==> src/rtl/simd_issue_unit.sv <==
// SIMD issue unit: buffers decoded instructions and replays each one once per thread onto the lane,
// inserting bubbles on per-thread RAW hazards. Optional hazard-bubble counter: SIMD_ISSUE_PERF_CNT_EN.
module simd_issue_unit #(
    parameter int NUM_THREADS   = 4,
    parameter int FIFO_DEPTH    = 4,
    parameter int HAZARD_WINDOW = 3
) (
    input  logic        clk,
    input  logic        reset,
    input  logic        in_valid,
    output logic        in_ready,
    input  logic [4:0]  in_funct4,
    input  logic [31:0] in_imm,
    input  logic [4:0]  in_rs1,
    input  logic [4:0]  in_rs2,
    input  logic [4:0]  in_rd,
    input  logic        in_is_int,
    input  logic        in_is_float,
    input  logic        in_we3,
    input  logic        in_pred_en,
    input  logic [31:0] in_bidx,
    input  logic        stall,
    output logic [3:0]  tIdx,
    output logic [31:0] bIdx,
    output logic [31:0] IMM,
    output logic [4:0]  FUNCT4,
    output logic [4:0]  rs1,
    output logic [4:0]  rs2,
    output logic [4:0]  rd,
    output logic        is_int,
    output logic        is_float,
    output logic        WE3,
    output logic        pred_en,
    output logic        busy,
    output logic [31:0] hazard_bubbles
);

    localparam int AW = $clog2(FIFO_DEPTH);

    typedef struct packed {
        logic [4:0]  funct4;
        logic [31:0] imm;
        logic [4:0]  rs1;
        logic [4:0]  rs2;
        logic [4:0]  rd;
        logic        is_int;
        logic        is_float;
        logic        we3;
        logic        pred_en;
        logic [31:0] bidx;
    } instr_t;

    typedef struct packed {
        logic       valid;
        logic [3:0] tidx;
        logic [4:0] rd;
    } sb_entry_t;

    typedef enum logic {
        IDLE,
        ISSUE
    } state_t;

    instr_t    mem [FIFO_DEPTH];
    instr_t    in_instr;
    instr_t    head;
    logic [AW:0] wr_ptr;
    logic [AW:0] rd_ptr;
    logic [AW:0] fill;
    logic      empty;
    logic      full;
    logic      push;
    logic      pop;

    state_t    state;
    state_t    state_nxt;
    logic [3:0] tc;
    logic [3:0] tc_nxt;
    logic      issue;
    logic      hazard;
    logic      last_thread;

    sb_entry_t sb [HAZARD_WINDOW];
    logic      sb_any_valid;

    // ------------------------------------------------------------------
    // Instruction buffer
    // ------------------------------------------------------------------
    always_comb begin
        in_instr = '{funct4:   in_funct4,
                     imm:      in_imm,
                     rs1:      in_rs1,
                     rs2:      in_rs2,
                     rd:       in_rd,
                     is_int:   in_is_int,
                     is_float: in_is_float,
                     we3:      in_we3,
                     pred_en:  in_pred_en,
                     bidx:     in_bidx};
    end

    assign fill     = wr_ptr - rd_ptr;
    assign empty    = (wr_ptr == rd_ptr);
    assign full     = (wr_ptr[AW] != rd_ptr[AW]) && (wr_ptr[AW-1:0] == rd_ptr[AW-1:0]);
    assign in_ready = !reset && !full;
    assign push     = in_valid && in_ready;
    assign head     = mem[rd_ptr[AW-1:0]];

    // NOTE: storage carries no reset; an entry is only ever read after it was written,
    // and keeping reset off the array lets it map onto plain RAM/flops without a reset tree.
    always_ff @(posedge clk) begin
        if (push) begin
            mem[wr_ptr[AW-1:0]] <= in_instr;
        end
    end

    // NOTE: every clocked process uses non-blocking assignments so all flops sample
    // pre-edge values regardless of process order.
    always_ff @(posedge clk) begin
        if (reset) begin
            wr_ptr <= '0;
            rd_ptr <= '0;
        end else begin
            if (push) wr_ptr <= wr_ptr + 1'b1;
            if (pop)  rd_ptr <= rd_ptr + 1'b1;
        end
    end

    // ------------------------------------------------------------------
    // Hazard detection against in-flight writes of the same thread
    // ------------------------------------------------------------------
    always_comb begin
        hazard       = 1'b0;
        sb_any_valid = 1'b0;
        for (int i = 0; i < HAZARD_WINDOW; i++) begin
            sb_any_valid = sb_any_valid | sb[i].valid;
            if (sb[i].valid && (sb[i].tidx == tc) &&
                ((sb[i].rd == head.rs1) || (!head.funct4[4] && (sb[i].rd == head.rs2)))) begin
                hazard = 1'b1;
            end
        end
    end

    assign last_thread = (tc == 4'(NUM_THREADS - 1));
    assign busy        = !empty || sb_any_valid;

    // ------------------------------------------------------------------
    // Issue FSM (IDLE issues thread 0 on the same edge it leaves)
    // ------------------------------------------------------------------
    always_ff @(posedge clk) begin
        if (reset) begin
            state <= IDLE;
            tc    <= '0;
        end else begin
            state <= state_nxt;
            tc    <= tc_nxt;
        end
    end

    // NOTE: every output of this block gets a default first so no path can infer a latch.
    always_comb begin
        state_nxt = state;
        tc_nxt    = tc;
        issue     = 1'b0;
        pop       = 1'b0;
        if (!stall) begin
            issue = !empty && !hazard;
            case (state)
                IDLE:    state_nxt = empty ? IDLE : ISSUE;
                ISSUE:   state_nxt = empty ? IDLE : ISSUE;
                default: state_nxt = IDLE;
            endcase
            if (issue) begin
                if (last_thread) begin
                    tc_nxt    = '0;
                    pop       = 1'b1;
                    state_nxt = (fill > (AW+1)'(1)) ? ISSUE : IDLE;
                end else begin
                    tc_nxt    = tc + 1'b1;
                    state_nxt = ISSUE;
                end
            end
        end
    end

    // ------------------------------------------------------------------
    // Scoreboard: one entry per non-stalled edge, oldest drops out
    // ------------------------------------------------------------------
    always_ff @(posedge clk) begin
        if (reset) begin
            for (int i = 0; i < HAZARD_WINDOW; i++) begin
                sb[i] <= '0;
            end
        end else if (!stall) begin
            sb[0] <= '{valid: issue && head.we3 && (head.rd != 5'd0),
                       tidx:  tc,
                       rd:    head.rd};
            for (int i = 1; i < HAZARD_WINDOW; i++) begin
                sb[i] <= sb[i-1];
            end
        end
    end

    // ------------------------------------------------------------------
    // Lane-facing output register; a bubble clears every field
    // ------------------------------------------------------------------
    always_ff @(posedge clk) begin
        if (reset || (!stall && !issue)) begin
            tIdx     <= '0;
            bIdx     <= '0;
            IMM      <= '0;
            FUNCT4   <= '0;
            rs1      <= '0;
            rs2      <= '0;
            rd       <= '0;
            is_int   <= 1'b0;
            is_float <= 1'b0;
            WE3      <= 1'b0;
            pred_en  <= 1'b0;
        end else if (!stall) begin
            tIdx     <= tc;
            bIdx     <= head.bidx;
            IMM      <= head.imm;
            FUNCT4   <= head.funct4;
            rs1      <= head.rs1;
            rs2      <= head.rs2;
            rd       <= head.rd;
            is_int   <= head.is_int;
            is_float <= head.is_float;
            WE3      <= head.we3;
            pred_en  <= head.pred_en;
        end
    end

`ifdef SIMD_ISSUE_PERF_CNT_EN
    logic [31:0] bubble_cnt;

    // Counts bubbles emitted while work was waiting; saturates instead of wrapping.
    always_ff @(posedge clk) begin
        if (reset) begin
            bubble_cnt <= '0;
        end else if (!stall && !empty && !issue && (bubble_cnt != 32'hFFFF_FFFF)) begin
            bubble_cnt <= bubble_cnt + 32'd1;
        end
    end

    assign hazard_bubbles = bubble_cnt;
`else
    assign hazard_bubbles = '0;
`endif

endmodule

==> config.mk <==
export PLATFORM = sky130hd
export DESIGN_NAME = simd_issue_unit
export DESIGN_NICKNAME = d
export VERILOG_FILES = /design/src/rtl/simd_issue_unit.sv
export SDC_FILE = /design/constraint.sdc
export NUM_CORES = 1
export LEC_CHECK = 0
export BUFFER_PORTS_ARGS = -buffer_cell sky130_fd_sc_hd__buf_4
export CORE_UTILIZATION = 41
export CTS_CLUSTER_DIAMETER = 150
export DETAILED_ROUTE_END_ITERATION = 7
export PLACE_DENSITY_LB_ADDON = 0.08
export REMOVE_ABC_BUFFERS = 1
export SETUP_SLACK_MARGIN = 0.2
export SLEW_MARGIN = 10
export SYNTH_ARGS = -nofsm -noshare
export SYNTH_HDL_FRONTEND = slang
export SYNTH_SLANG_ARGS = --single-unit
==> constraint.sdc <==
create_clock -name clk -period 5.66 [get_ports clk]
set_clock_uncertainty 0.15 [all_clocks]
set_input_delay 0.283 -clock clk [delete_from_list [all_inputs] [get_ports clk]]
set_output_delay 0.283 -clock clk [all_outputs]
set_load 0.02 [all_outputs]
==> out/metrics.yaml <==
areaGrowthSynthToFinish_pct: 25.07
hpwl_mm: 22.06
cts-root-buf: "clkbuf_16"
cts_resized: 0
ant_nets: 0
rsz0062_at_grt: "false"
ys_seq_elements: 486
grt_max_degree: 78
nets: 1300
wirelength_mm: 38.41
drive_gt1_frac: 0.2998
slowest_delay_ns: 0.87
p_leak_nw: 7.947
setup_tns_ns: 0
cts_made_buffers: 51
htree_levels: 2
hold_viol_final: 0
num_rows: 76
grt_pass1_vias: 9535
layoutNonFillerInstCount: 1830
end_kind: "register"
outcome: "complete, no violations"
fmax_mhz: 261.9
start_kind: "register"
finalMaxSlewViolations: 0
grt-ovfl-total: 0
worst_pin_slew_ns: 1.044
worstPathMaxFanout: 77
cts_buffer_depth: 3
ys_types: 41
power.total_mw: 7.893
maxSlewHeadroom: 0.3040
io_buffers: 185
core_area_mm2: 0.04317
dieHeight_um: 211.6
ios: 218
gp_congestion: 0.7490
slowest_stage: "dfxtp_4"
critical_path_class: "register to register"
clk_latency_ns: 0.58
initial_core_util: 0.4173
synth_seq_area_share: 0.7523
cts_hold_buf: 91
cp_top_family: "simple AND/OR/NAND/NOR gates"
cp_num_buf_inv: 1
wire_per_inst_um: 20.99
peakVddDrop_uv: 198.7
clkSlewWorstSetupHoldPaths_ns: 0.06
crit_path_cell_trace: "mux4_1 > xnor2_1 > nand4_1 > o31ai_1 > or4_4 > nor3_4 > buf_12 > a22o_1"
dp.cells: 1643
cts_tree: "done"
netlist_area_mm2: 0.01802
yosysWarnings: 0
antenna_found_initial: 4
die_width_um: 211.6
clock-sinks: 486
via_count: 9100
drtIter0Drc: 470
place_ws_ns: 1.757
p_per_area_mw_per_mm2: 350.3
worstPathRequired_ns: 6.02
avgSynthCellArea_um2: 19.80
period_needed_ns: 3.819
cap_violations: 0
gr-usage-all-layers: 0.1741
viasPerCell: 4.973
die-area_mm2: 0.04478
synthCells: 910
grt_pass1_wl_mm: 57.52
cts_setup_buffers: 0
setup_viol: 0
drc: 0
cp.arrival_ns: 4.18
firstDrtPassIters: 5
finalCritPeriodShare: 0.6747
hold_class: "input port to register"
setup_ws_ns: 1.841
-- placed cells by master, fill, tap and decap left out, types with 3 or more instances in the layout --
cell type      netlist  layout
edfxtp_1           382     382
buf_4               32     199
dfxtp_1            104     102
dlygate4sd3_1        0      91
a22o_1              90      90
mux4_2              84      84
clkbuf_16            0      53
conb_1               1      32
xnor2_1             31      31
and2_1              29      29
clkbuf_1            37      17
xor2_1              16      16
inv_1                9       9
nor2_1               9       8
nand2_1              8       8
clkinv_2             0       8
clkbuf_8             0       7
nand4_1              6       6
ha_1                 6       6
bufinv_16            0       6
nor3_1               5       5
a21oi_1              4       4
and3_4               0       4
or4_1                4       4
nand3_1              4       4
mux4_1               4       4
o31ai_1              4       4
nor4_1               3       3
-- flip-flops by register name, indices dropped and copies added (netlist names), named ones only --
register	cells
sb	30
wr_ptr	3
FUNCT4	5
IMM	32
rs2	5
rs1	5
is_int	1
is_float	1
tc	4
mem	352
tIdx	4
bIdx	32
pred_en	1
rd	5
rd_ptr	3
WE3	1
-- cells in the mapped netlist, drive strengths merged --
master  count  area (um2)
a41o        1       10.01
ha          6       75.07
buf        46       387.9
o22ai       2       12.51
nor3        6       41.29
o21ai       1       5.000
xor2       16       140.1
nor2b       3       18.77
or4b        1       10.01
dfxtp     104        2082
nand2       8       30.03
edfxtp    382       11470
nor4        3       18.77
o311a       1       10.01
o211a       1       10.01
a22o       90       788.3
mux2        2       22.52
mux2i       1       10.01
o31ai       4       30.03
xnor2      31       271.5
o32ai       1       8.760
conb        1       3.750
a21oi       4       20.02
inv         9       33.78
nand3       4       20.02
nand4       6       37.54
or3         2       12.51
clkbuf     37       138.9
and2       29       181.4
and3        4       25.02
a31o        1       8.760
or4         5       41.29
mux4       88        1997
nor2        9       33.78
nand4b      1       8.760
-- cells by family (layout without fill, tap and decap cells) --
group           after synthesis  in the layout  share of synthesized area
fa+ha+maj                     6              6                   0.004167
compound gates              106            106                    0.05014
other cells                   1             33                  0.0002081
xor+xnor                     47             47                    0.02285
simple gates                 81             81                    0.02660
flops                       486            486                     0.7523
mux                          91             91                     0.1126
buf+inv                      92            395                    0.03111
-- path summary, 6_finish.rpt --
check,from,end,slack [ns],cells past startpoint
worst max register to register,register,IMM[17]$_SDFFE_PP0N_,1.84,8
worst min-delay path,in_bidx[21],mem[1][21]$_DFFE_PP_,0.30,2
worst min register to register,WE3$_SDFFE_PP0N_,WE3$_SDFFE_PP0N_,0.32,2
worst max-delay path,register,IMM[17]$_SDFFE_PP0N_,1.84,8
-- area by class of cell --
| type | instances | area, um2 |
|---|---|---|
| clock buffer | 77 | 1486 |
| tap | 585 | 732.0 |
| timing repair buffer | 291 | 2425 |
| multi-input combinational | 363 | 4049 |
| fill | 3626 | 20640 |
| clock inverter | 18 | 244.0 |
| inverter | 9 | 33.78 |
| antenna | 1 | 2.502 |
| sequential | 486 | 13560 |
-- per-stage QoR --
stage	hold WS, ns	area [um2]	util
6_report	0.2994	22530	0.5219
5_1_grt	0.2823	22530	0.5219
4_1_cts	0.2556	22530	0.5219
3_5_place_dp	0.3158	19890	0.4607
3_3_place_gp	0.3154	19890	0.4607
2_1_floorplan	0.2021	17610	-
-- routing by layer --
metal | vias up | global-route usage | share of wire
li1 | 4178 | - | -
met1 | 4660 | 0.2400 | 0.45
met2 | 201 | 0.2778 | 0.48
met3 | 55 | 0.03516 | 0.049
met4 | 6 | 0.05597 | 0.020
met5 | - | 0 | 0.00083
-- report_power, final --
| part | leakage (nW) | total [mW] | switching, mW | internal (mW) |
|---|---|---|---|---|
| Clock | 0.847 | 3.41 | 1.33 | 2.08 |
| Combinational | 2.73 | 0.465 | 0.255 | 0.210 |
| Sequential | 4.37 | 4.02 | 0.0498 | 3.97 |
Power figures use the tool's default switching activity.
